## src/rtl/counter_pkg.sv

```systemverilog
// Shared helpers for the modulo digit counter chain: terminal value,
// parameter legality check and digit packing offset.
package counter_pkg;

  function automatic int unsigned term_val(input int unsigned modulus, input logic up);
    return up ? modulus - 1 : 0;
  endfunction

  function automatic bit modulus_ok(input int modulus, input int digit_w);
    return (digit_w >= 1) && (digit_w < 31) && (modulus >= 2) && (modulus <= (1 << digit_w));
  endfunction

  function automatic int digit_off(input int idx, input int digit_w);
    return idx * digit_w;
  endfunction

endpackage

```

## src/rtl/mod_digit.sv

```systemverilog
// One DIGIT_W-bit modulo-MODULUS digit: clr > load > step, up/down with wrap.
module mod_digit
  import counter_pkg::*;
#(
  parameter int DIGIT_W = 4,
  parameter int MODULUS = 10
) (
  input  logic               clk,
  input  logic               rstn,
  input  logic               step,
  input  logic               up,
  input  logic               clr,
  input  logic               load,
  input  logic [DIGIT_W-1:0] load_val,
  output logic [DIGIT_W-1:0] digit,
  output logic               tc
);

  localparam logic [DIGIT_W-1:0] MAX   = DIGIT_W'(term_val(MODULUS, 1'b1));
  localparam logic [DIGIT_W:0]   MOD_X = (DIGIT_W+1)'(MODULUS);

  logic [DIGIT_W-1:0] digit_d, digit_q, term;
  logic               in_range;

  always_comb begin
    term     = up ? MAX : '0;
    in_range = {1'b0, load_val} < MOD_X;
    digit_d  = digit_q;
    if (clr)
      digit_d = '0;
    else if (load)
      digit_d = in_range ? load_val : '0;
    else if (step) begin
      if (digit_q == term)
        digit_d = up ? '0 : MAX;
      else
        digit_d = up ? digit_q + DIGIT_W'(1) : digit_q - DIGIT_W'(1);
    end
  end

  always_ff @(posedge clk or negedge rstn)
    if (!rstn) digit_q <= '0;
    else       digit_q <= digit_d;

  assign digit = digit_q;
  assign tc    = (digit_q == term);

endmodule

```

## src/rtl/mod_counter_chain.sv

```systemverilog
// Cascaded modulo-N digit counter with tc ripple chain, load range error pulse
// and optional sticky wrap flag (enabled by COUNTER_OVF_STICKY_EN).
module mod_counter_chain
  import counter_pkg::*;
#(
  parameter int DIGITS  = 4,
  parameter int DIGIT_W = 4,
  parameter int MODULUS = 10
) (
  input  logic                      clk,
  input  logic                      rstn,
  input  logic                      en,
  input  logic                      up,
  input  logic                      clr,
  input  logic                      load,
  input  logic [DIGITS*DIGIT_W-1:0] load_val,
  output logic [DIGITS*DIGIT_W-1:0] cnt,
  output logic                      tc,
  output logic                      cout,
  output logic                      load_err,
  output logic                      ovf
);

  if (!modulus_ok(MODULUS, DIGIT_W) || DIGITS < 1) begin : g_bad_param
    $error("mod_counter_chain: illegal DIGITS/DIGIT_W/MODULUS");
  end

  localparam logic [DIGIT_W:0] MOD_X = (DIGIT_W+1)'(MODULUS);

  logic [DIGITS-1:0] tc_vec, step, bad;
  logic              load_err_d, load_err_q;

  for (genvar i = 0; i < DIGITS; i++) begin : g_dig
    localparam int OFF = digit_off(i, DIGIT_W);

    // A digit advances only when every lower digit is at its terminal value.
    if (i == 0) begin : g_first
      assign step[i] = en;
    end else begin : g_rest
      assign step[i] = step[i-1] & tc_vec[i-1];
    end

    assign bad[i] = {1'b0, load_val[OFF +: DIGIT_W]} >= MOD_X;

    mod_digit #(.DIGIT_W(DIGIT_W), .MODULUS(MODULUS)) u_digit (
      .clk      (clk),
      .rstn     (rstn),
      .step     (step[i]),
      .up       (up),
      .clr      (clr),
      .load     (load),
      .load_val (load_val[OFF +: DIGIT_W]),
      .digit    (cnt[OFF +: DIGIT_W]),
      .tc       (tc_vec[i])
    );
  end

  assign tc   = &tc_vec;
  assign cout = en & tc;

  always_comb load_err_d = load & ~clr & (|bad);

  always_ff @(posedge clk or negedge rstn)
    if (!rstn) load_err_q <= 1'b0;
    else       load_err_q <= load_err_d;

  assign load_err = load_err_q;

`ifdef COUNTER_OVF_STICKY_EN
  logic ovf_d, ovf_q;

  // A full-chain wrap only happens in a pure counting cycle.
  always_comb ovf_d = clr ? 1'b0 : (ovf_q | (cout & ~load));

  always_ff @(posedge clk or negedge rstn)
    if (!rstn) ovf_q <= 1'b0;
    else       ovf_q <= ovf_d;

  assign ovf = ovf_q;
`else
  assign ovf = 1'b0;
`endif

endmodule

```

## config.mk

```make
export PLATFORM = sky130hd
export DESIGN_NAME = mod_counter_chain
export DESIGN_NICKNAME = d
export VERILOG_FILES = /design/src/rtl/counter_pkg.sv /design/src/rtl/mod_digit.sv /design/src/rtl/mod_counter_chain.sv
export SDC_FILE = /design/constraint.sdc
export NUM_CORES = 1
export LEC_CHECK = 0
export ABC_AREA = 1
export BUFFER_PORTS_ARGS = -buffer_cell sky130_fd_sc_hd__buf_4
export CELL_PAD_IN_SITES_DETAIL_PLACEMENT = 0
export CELL_PAD_IN_SITES_GLOBAL_PLACEMENT = 1
export CORE_MARGIN = 3
export CORE_UTILIZATION = 37
export CTS_BUF_LIST = sky130_fd_sc_hd__clkbuf_8 sky130_fd_sc_hd__clkbuf_16
export DETAILED_ROUTE_END_ITERATION = 12
export PLACE_DENSITY = 0.92
export SYNTH_ARGS = -nofsm -noshare
export SYNTH_HDL_FRONTEND = slang
export SYNTH_SLANG_ARGS = --single-unit
```

## constraint.sdc

```tcl
create_clock -name clk -period 2.3 [get_ports clk]
set_input_delay 0.46 -clock clk [delete_from_list [all_inputs] [get_ports clk]]
set_output_delay 0.46 -clock clk [all_outputs]
set_load 0.05 [all_outputs]
```

=== Word-level counts from Yosys, hierarchy flattened ===
Index checks and enable logic that the tools add are counted.

* Output and inout port bits: 20
* Flip-flop bits (word level): 17
* Logic and storage cells: 64
* Input bits: 22

* Reduce and logical (&&, ||, !) cells: 6
* Multiplexer cells: 26
* Order comparisons: 8
* Equality and inequality tests: 4
* Bitwise logic cells: 7
* $add $sub $neg: 8

{| class="wikitable"
|+ Operators with widths
! cell !! count
|-
| 4-bit two-way mux || 26
|-
| 4-bit by 1-bit adder with 4-bit output (second input constant) || 4
|-
| 4-bit == test || 4
|-
| 4-bit greater-or-equal comparator (second input constant) || 4
|-
| 4-bit < comparator (second input constant) || 4
|-
| 4-bit by 1-bit subtractor with 4-bit output (second input constant) || 4
|-
| 3-bit nonzero test || 4
|-
| 1-bit bitwise AND || 6
|-
| 4-bit AND reduction || 1
|-
| 4-bit OR reduction || 1
|-
| 1-bit inverter || 1
|}

=== Depth between registers and ports, before layout ===
Gate-level depths: netlist of the first run.

* Depth after elaboration: 8
* Depth in mapped cells: 11
* Gate-level depth less buffers: 10

=== Hierarchy ===
From an unflattened synthesis of the first run, not the netlist that was laid out.

* Cells, all modules: 254
* Area, all modules: 1749.2 µm²

{| class="wikitable"
|+ By module, submodules not included
! module !! times used !! area an instance (µm²) !! sequential area each (µm²) !! cells each
|-
| mod_digit (g_dig[0].u_digit ...) || 3 || 412.9 || 100.1 || 58
|-
| mod_digit (g_dig[2].u_digit) || 1 || 389.1 || 100.1 || 58
|-
| mod_counter_chain || 1 || 121.4 || 25.0 || 22
|}

=== Worst setup path after synthesis of the first run ===
OpenSTA, ideal clock, no wires.

* Path kind: register -> output
* Start point: register g_dig[0].u_digit.digit_q[0]
* End point: output port cout
* Arrival time: 1.981 ns
* Slack: -0.141 ns
* Data required time: 1.840 ns
* Stages on the path, launching flop included: 7
* Buffers on the path: 0
* Path through: dfrtp_1 inv_1 o21ai_2 nand3_1 nor2_1 nand3_1 nor2_1

* Cells in the longest elaborated chain, start to end: 3

{| class="wikitable"
|+ Ends and longest elaborated chain
! item !! RTL line !! text
|-
| from (decl) || mod_digit.sv:22 || <nowiki>logic [DIGIT_W-1:0] digit_d, digit_q, term;</nowiki>
|-
| from (signal assigned) || mod_digit.sv:43 || <nowiki>else digit_q <= digit_d;</nowiki>
|-
| 4-bit == test || mod_digit.sv:46 || <nowiki>assign tc = (digit_q == term);</nowiki>
|-
| 4-bit AND reduction || mod_counter_chain.sv:58 || <nowiki>assign tc = &tc_vec;</nowiki>
|-
| 1-bit bitwise AND || mod_counter_chain.sv:59 || <nowiki>assign cout = en & tc;</nowiki>
|-
| to (decl) || mod_counter_chain.sv:19 || <nowiki>output logic cout,</nowiki>
|}

No other way between the ends.

=== Worst setup path in the final report of the first run ===
* Start point: register g_dig[0].u_digit.digit_q[1]
* End point: output port cout

The elaborated chain is that of the path after synthesis.

==> out/metrics.cfg, run 1 <==
[timing]
skew_ns=0.00497
fmax_mhz=465
worst_pin_slew_ns=0.604
tns_ns=0
timing.final.crit_period_ns=2.15
finalSetupViolCount=0
whs_ns=0.0631
maxSlewViolCount=0
min_period_over_period=0.934
relSlewSlack=0.593
rsz0062_at_grt=false
hold_violations=0

[worst_setup_path]
critPathLaunchType=register
cpPeakStageDelay_ns=0.43
crit_chain=nor2_1 > nand3_1 > nor2_1 > nand3_1 > nor2_2 > buf_4
arrival_ns=1.69
path_buf_inv=1
ff2ff_path_depth=7
cp.depth=6
rr_endpoint=g_dig[1].u_digit.digit[2]$_DFFE_PN0P_
critPathTopFamily=simple AND/OR/NAND/NOR gates
slowest_stage=dfrtp_1
r2r-start=g_dig[1].u_digit.digit[0]$_DFFE_PN0P_
r2r_setup_slack_ns=0.74
critical_path_class=reg2out
crit_path_end_kind=output port
crit_fanout=5
cp.required_ns=1.84

[cts]
clockBufferDepth=2
cts.repair.resized=0
numCtsBuffers=3
postCtsSetupBuffers=0
insertion_delay_ns=0.25
clk_pin_slew_ns=0.07
htree_num_levels=1
cts_tree=built
hold_buffers=0
cts_sinks=17
root_buffer=clkbuf_8

[power]
power_frac_comb=0.483
p_int_uw=651
switching_share=0.450
p_seq_frac=0.325
ir_worst_vdd_v=0.000257
clkPwrFrac=0.192
p_switching_uw=532
leakagePower_uw=0.00104
total_power_uw=1180
p_per_area_nw_per_um2=606

[synth]
yosys-top-cells-count=nand2_1 (62), nand3_1 (29), inv_1 (24), dfrtp_1 (17), nor2_1 (17)
yosys.area.top_type=dfrtp_1
synthXorXnorAreaFrac=0.0338
synthFlopType=dfrtp_1
ys_ff_latch=17
post-synth-top-count-cell=nand2_1
syn-num-nets=259
synthSimpleGateAreaFrac=0.339
ys_top_cells_by_area=dfrtp_1 (27%), nand2_1 (15%), nand3_1 (9.3%)
yosys_warnings=0
async_flop_share=1.00
mappedNetlistArea_sq_um=1550
ys_types=29
synth-adder-area-share=0.116
muxShareOfSynthArea=0
synth_compound_area_frac=0.146
syn_inst=225
yosysSeqAreaShare=0.274
syn_area_per_cell_sq_um=6.91
yosys.area.top_type_share=0.274
synth_enable_flop_cells=0
synth_top_family_by_area=simple AND/OR/NAND/NOR gates

[route]
dr.pass1.iters=4
route.met3.wl_um=275
routed_wirelength_um=4320
avgViaCountPerCell=5.12
antenna_left=0
wl_per_cell_um=13.7
vias=1619
drc=0
wl_met1_um=1990
wl_met2_um=2000
dr.first_iter.drc_count=103
top_layer_used=met4

[die]
core_area_sq_um=3850
dieArea_sq_um=5010
initial_utilization=0.403
fp.dieW_um=70.8
die_h_um=70.8
pin_count=42
num_rows=22

[final_layout]
antenna_cells=0
drive_gt1_frac=0.231
post-route-cell-area_sq_um=1950
fill_cells=399
nets=303
finalNonFillerCells=316
multiInputGateArea_sq_um=992
final-seq-area_sq_um=425
area_growth_pct=25.5

[min_path]
min_path_type=in2async

[placement]
routabilityCongestion=0.856
port_buffers=40
dp_hpwl_um=3420
placed_area_sq_um=1910
dp.cells=312

[global_routing]
first_global_vias=1620
grt_pass1_wl_um=7420
grt-ovfl-total=0
grt_max_degree=19
antenna_found_initial=0
grt_usage=0.182

[run_status]
status=complete, no violations

[flow_run]
maxCapViolCount=0

==> cell families (layout without fill, tap and decap cells) <==
logic type	after synthesis	in the layout
AND/OR/NAND/NOR	118	118
AO/OA/AOI/OAI	38	38
buffers and inverters	33	76
flip-flops	17	17
adder cells (fa/ha/maj)	12	12
XOR/XNOR	6	6
other	1	1
==> layout make-up <==
type / instances / area share
clock inverters: 1 / 0.00192
well taps: 48 / 0.0308
multi-input cells: 175 / 0.509
clock buffers: 3 / 0.0212
repair buffers: 42 / 0.162
flip-flops and latches: 17 / 0.218
inverters: 30 / 0.0577
==> metrics by stage <==
step | utilization | setup WS [ns]
after floorplan | - | 0.0729
after global placement | 0.494 | 0.237
after detailed placement | 0.494 | 0.193
after CTS | 0.506 | 0.163
after global routing | 0.506 | 0.0437
final | 0.506 | 0.151
==> power groups by stage <==
stage	clock network, uW	registers (uW)	logic [uW]
finish	227	384	571
global route	245	390	635
CTS	232	384	573
global placement	0	391	561
floorplan	0	505	272
detailed placement	0	389	570
==> registers in the layout, indices dropped and copies added (netlist names) <==
signal               count
load_err                 1
g_dig.u_digit.digit     16
==> layer usage <==
metal,GRT usage,vias to the layer above
met1,0.251,731
met2,0.297,64
met3,0.0256,4
li1,-,820
met5,0,-
met4,0.0522,0
==> worst max-delay path by stage <==
stage | from | endpoint | slack [ns]
3_5_place_dp | up | cout | 0.19
5_1_grt | g_dig[0].u_digit.digit[1]$_DFFE_PN0P_ | cout | 0.04
3_3_place_gp | up | cout | 0.24
6_report | g_dig[0].u_digit.digit[1]$_DFFE_PN0P_ | cout | 0.15
2_1_floorplan | g_dig[0].u_digit.digit[0]$_DFFE_PN0P_ | cout | 0.07
4_1_cts | g_dig[0].u_digit.digit[1]$_DFFE_PN0P_ | cout | 0.16
==> cell usage in the layout (no fill, tap or decap), types with 2 or more instances in the layout <==
cell type  synthesis  final
nand3b_1           2      2
a31oi_1            2      2
o22ai_1            2      2
nand3_1           29     29
o21ai_0           10     10
nand2_1           62     62
clkbuf_8           0      3
fa_1               4      4
nor2_2             2      3
a21oi_1            9      9
inv_1             24     25
ha_1               8      8
xor2_1             2      2
buf_4              2     42
xnor2_1            4      4
o21ai_1            9      9
dfrtp_1           17     17
nand2_2            4      4
nor2_1            17     16
inv_2              6      6
Power figures use the tool's default switching activity.
==> inputs of run 2 (changes only) <==
--- a/config.mk
+++ b/config.mk
@@ -6,14 +6,14 @@
 export NUM_CORES = 1
 export LEC_CHECK = 0
 export ABC_AREA = 1
-export BUFFER_PORTS_ARGS = -buffer_cell sky130_fd_sc_hd__buf_4
+export BUFFER_PORTS_ARGS = -buffer_cell sky130_fd_sc_hd__buf_2
 export CELL_PAD_IN_SITES_DETAIL_PLACEMENT = 0
 export CELL_PAD_IN_SITES_GLOBAL_PLACEMENT = 1
 export CORE_MARGIN = 3
 export CORE_UTILIZATION = 37
 export CTS_BUF_LIST = sky130_fd_sc_hd__clkbuf_8 sky130_fd_sc_hd__clkbuf_16
 export DETAILED_ROUTE_END_ITERATION = 12
-export PLACE_DENSITY = 0.92
+export PLACE_DENSITY = 0.82
 export SYNTH_ARGS = -nofsm -noshare
 export SYNTH_HDL_FRONTEND = slang
 export SYNTH_SLANG_ARGS = --single-unit
==> out/metrics.cfg, run 2 (synthesis gave the netlist of run 1 again) <==
[run_status]
status=complete, no violations

[cts]
insertion_delay_ns=0.25
root_buffer=clkbuf_8
htree_num_levels=1
clk_pin_slew_ns=0.07
cts_tree=built
clockBufferDepth=2
cts_sinks=17
hold_buffers=0
numCtsBuffers=3

[final_layout]
largest_register_ffs=16
final_cell_mix=nand2_1 (62), buf_2 (38), nand3_1 (29)
area_growth_pct=20.4
fin_util=0.485
layout_commonest_cell=nand2_1
drive_gt1_frac=0.241
antenna_cells=0
nets=305

[global_routing]
grt_pass1_wl_um=7180
grt-ovfl-total=0
first_global_vias=1533
grt_max_degree=18
grt_usage=0.175
antenna_found_initial=0

[worst_setup_path]
critical_path_class=in2out
arrival_ns=1.66
crit_chain=clkbuf_4 > nor2_1 > nand2_1 > o21ai_1 > nand2_1 > nor2_1 > nand3_1 > nor2_2 > clkbuf_4
slowest_stage=clkbuf_4
crit_path_end_kind=output port
cp.required_ns=1.84
critPathLaunchType=input port
cpPeakStageDelay_ns=0.23
crit_fanout=16

[timing]
hold_violations=0
relSlewSlack=0.613
fmax_mhz=471
whs_ns=0.126
finalSetupViolCount=0
worst_pin_slew_ns=0.575
setup_ws_ns=0.175
min_period_over_period=0.924
maxSlewViolCount=0
rsz0062_at_grt=false
tns_ns=0
skew_ns=0.00159
timing.final.crit_period_ns=2.12

[route]
dr.first_iter.drc_count=117
antenna_left=0
routed_wirelength_um=4100
avgViaCountPerCell=5.02
wl_per_cell_um=12.9
drc=0
vias=1595
dr.pass1.iters=4

[die]
initial_utilization=0.403
fp.dieW_um=70.8
dieArea_sq_um=5010
num_rows=22
die_h_um=70.8
core_area_sq_um=3850
pin_count=42

[power]
leakagePower_uw=0.00103
ir_worst_vdd_v=0.000272
p_per_area_nw_per_um2=615

[placement]
dp_hpwl_um=3330
port_buffers=40
pre_cts_ws_ns=0.0864
routabilityCongestion=0.872

[flow_run]
maxCapViolCount=0

[min_path]
min_path_type=in2async

==> run 2: what timing repair did <==
item,in CTS,in global routing
endpoints found under the setup margin,0,2
resized for setup,0,3
setup buffers,0,0
==> run 2: path summary, 6_finish.rpt <==
check                                                       from                                     to  slack [ns]  depth (start not counted)
hold / removal                                              rstn  g_dig[0].u_digit.digit[2]$_DFFE_PN0P_        0.13                          1
setup reg to reg           g_dig[1].u_digit.digit[0]$_DFFE_PN0P_  g_dig[1].u_digit.digit[2]$_DFFE_PN0P_        0.66                          7
max in group asynchronous                                   rstn  g_dig[2].u_digit.digit[3]$_DFFE_PN0P_        1.88                          1
hold reg to reg            g_dig[2].u_digit.digit[2]$_DFFE_PN0P_  g_dig[2].u_digit.digit[2]$_DFFE_PN0P_        0.55                          2
min in group clk                                     load_val[0]  g_dig[0].u_digit.digit[0]$_DFFE_PN0P_        0.47                          3
setup / recovery                                              up                                   cout        0.18                          9
==> run 2: per-stage QoR <==
stage | std cells | instance area [sq um] | total power (uW)
2_1_floorplan | 225 | 1560 | 777
3_3_place_gp | 314 | 1820 | 926
3_5_place_dp | 314 | 1820 | 925
4_1_cts | 318 | 1870 | 1160
5_1_grt | 318 | 1870 | 1240
6_report | 318 | 1870 | 1150
==> run 2: layout make-up <==
cell class / count / area (sq um)
tap: 48 / 60.1
inverter: 30 / 113
clock inverter: 1 / 3.75
timing repair buffer: 44 / 235
sequential: 17 / 425
clock buffer: 3 / 41.3
fill: 417 / 1980
multi-input combinational: 175 / 992
==> run 2: worst max-delay path: cells and delay by family <==
kind / cells / cell delay, ns
AOI/OAI and AO/OA: 1 / 0.07
buffers and inverters: 2 / 0.45
and+or+nand+nor: 6 / 0.69
==> run 2: layer usage <==
layer	share of wire	up-vias	track usage
met4	0.0046	0	0.0292
met2	0.44	43	0.272
met3	0.061	2	0.0270
met5	0	-	0
met1	0.49	720	0.261
li1	-	830	-
==> run 2: where the power goes <==
| part | switching [uW] | total [uW] | internal, uW |
|---|---|---|---|
| combinational | 370 | 539 | 169 |
| sequential | 46.4 | 381 | 335 |
| clock | 111 | 230 | 119 |
==> inputs of run 3 (changes only) <==
--- a/config.mk
+++ b/config.mk
@@ -7,7 +7,7 @@
 export LEC_CHECK = 0
 export ABC_AREA = 1
 export BUFFER_PORTS_ARGS = -buffer_cell sky130_fd_sc_hd__buf_2
-export CELL_PAD_IN_SITES_DETAIL_PLACEMENT = 0
+export CELL_PAD_IN_SITES_DETAIL_PLACEMENT = 1
 export CELL_PAD_IN_SITES_GLOBAL_PLACEMENT = 1
 export CORE_MARGIN = 3
 export CORE_UTILIZATION = 37
==> out/metrics.cfg, run 3 (synthesis gave the netlist of run 1 again) <==
[placement]
pre_cts_ws_ns=-0.0546
routabilityCongestion=0.872
port_buffers=40
dp_hpwl_um=4030
dp.cells=314

[timing]
setup_ws_ns=0.158
tns_ns=0
hold_violations=0
min_period_over_period=0.931
rsz0062_at_grt=false
relSlewSlack=0.577
timing.final.crit_period_ns=2.14
skew_ns=0.00421
maxSlewViolCount=0
finalSetupViolCount=0
worst_pin_slew_ns=0.628
fmax_mhz=467

[power]
ir_worst_vdd_v=0.000267
leakagePower_uw=0.00103
p_per_area_nw_per_um2=626

[global_routing]
grt_usage=0.205
antenna_found_initial=0
grt-ovfl-total=0
grt_max_degree=18
first_global_vias=1764
grt_pass1_wl_um=8370

[worst_setup_path]
ff2ff_path_depth=7
critPathLaunchType=input port
arrival_ns=1.68
crit_chain=clkbuf_4 > nor2_2 > nand2_1 > o21ai_1 > nand2_1 > nor2_1 > nand3_1 > nor2_2 > buf_4
slowest_stage=clkbuf_4
crit_path_end_kind=output port
cp.required_ns=1.84
critPathTopFamily=simple AND/OR/NAND/NOR gates
cp.depth=9
cpPeakStageDelay_ns=0.22
path_buf_inv=2
critical_path_class=in2out
crit_fanout=16
r2r_setup_slack_ns=0.68

[cts]
clk_pin_slew_ns=0.07
numCtsBuffers=3
cts_sinks=17
cts_tree=built
htree_num_levels=1
insertion_delay_ns=0.26
clockBufferDepth=2
root_buffer=clkbuf_8

[route]
wl_per_cell_um=15.3
vias=1708
dr.first_iter.drc_count=60
routed_wirelength_um=4860
avgViaCountPerCell=5.37
drc=0
antenna_left=0
dr.pass1.iters=4

[die]
die_h_um=70.8
core_area_sq_um=3850
pin_count=42
dieArea_sq_um=5010
fp.dieW_um=70.8
num_rows=22
initial_utilization=0.403

[final_layout]
layout_commonest_cell=nand2_1
final-seq-area_sq_um=425
area_growth_pct=20.7
fill_cells=531
antenna_cells=0
largest_register_ffs=16
drive_gt1_frac=0.244
final_cell_mix=nand2_1 (62), buf_2 (37), nand3_1 (29)
finalNonFillerCells=318
multiInputGateArea_sq_um=995
nets=305

[flow_run]
maxCapViolCount=0

[run_status]
status=complete, no violations

[min_path]
min_path_type=in2async

==> run 3: cell counts in the layout (fill, tap and decap cells not counted) <==
No cell type changed its count.
==> run 3: metal layers <==
metal	GRT usage	part of all wire	vias up
met4	0.0397	0.0070	0
met2	0.343	0.48	45
met1	0.277	0.46	825
li1	-	-	834
met5	0	0	-
met3	0.0398	0.054	4
==> run 3: metrics by stage <==
stage	power [uW]	area, sq um	util	hold WS, ns
after global placement	926	1820	0.472	0.426
after CTS	1180	1870	0.484	0.145
after detailed placement	947	1820	0.472	0.427
final	1170	1880	0.487	0.129
after global routing	1260	1880	0.487	0.147
after floorplan	777	1560	-	0.164
==> run 3: worst register-to-register path, cell delays in order, from the launching register on <==
cell and delay, ns:
dfrtp_1 0.43, inv_1 0.12, fa_1 0.43, xnor2_1 0.22
nand2_1 0.08, nand2_1 0.06, nand3_1 0.07, o21ai_0 0.15
==> run 3: final timing paths <==
check,from,end
max,up,cout
min,rstn,g_dig[0].u_digit.digit[2]$_DFFE_PN0P_
min in group clk,load_val[0],g_dig[0].u_digit.digit[0]$_DFFE_PN0P_
min reg2reg,g_dig[3].u_digit.digit[2]$_DFFE_PN0P_,g_dig[3].u_digit.digit[2]$_DFFE_PN0P_
max in group asynchronous,rstn,g_dig[2].u_digit.digit[2]$_DFFE_PN0P_
max reg2reg,g_dig[1].u_digit.digit[0]$_DFFE_PN0P_,g_dig[1].u_digit.digit[2]$_DFFE_PN0P_
==> run 3: final cells by class <==
class / count / area share
clock buffer: 3 / 0.0220
inverter: 30 / 0.0600
timing repair buffer: 44 / 0.127
multi-input combinational: 175 / 0.530
clock inverter: 1 / 0.00200
tap: 48 / 0.0320
sequential: 17 / 0.227
==> run 3: repair_timing <==
action	in CTS	in global routing
gates resized for setup	0	6
hold buffers	0	0
hold endpoints to repair	0	0
setup buffers	0	0
endpoints found under the setup margin	0	2
==> run 3: power by group <==
group,internal (uW),leakage [uW],total [uW],switching [uW]
logic,172,0.000776,557,385
clock network,119,0.0000269,233,114
registers,335,0.000222,384,48.9
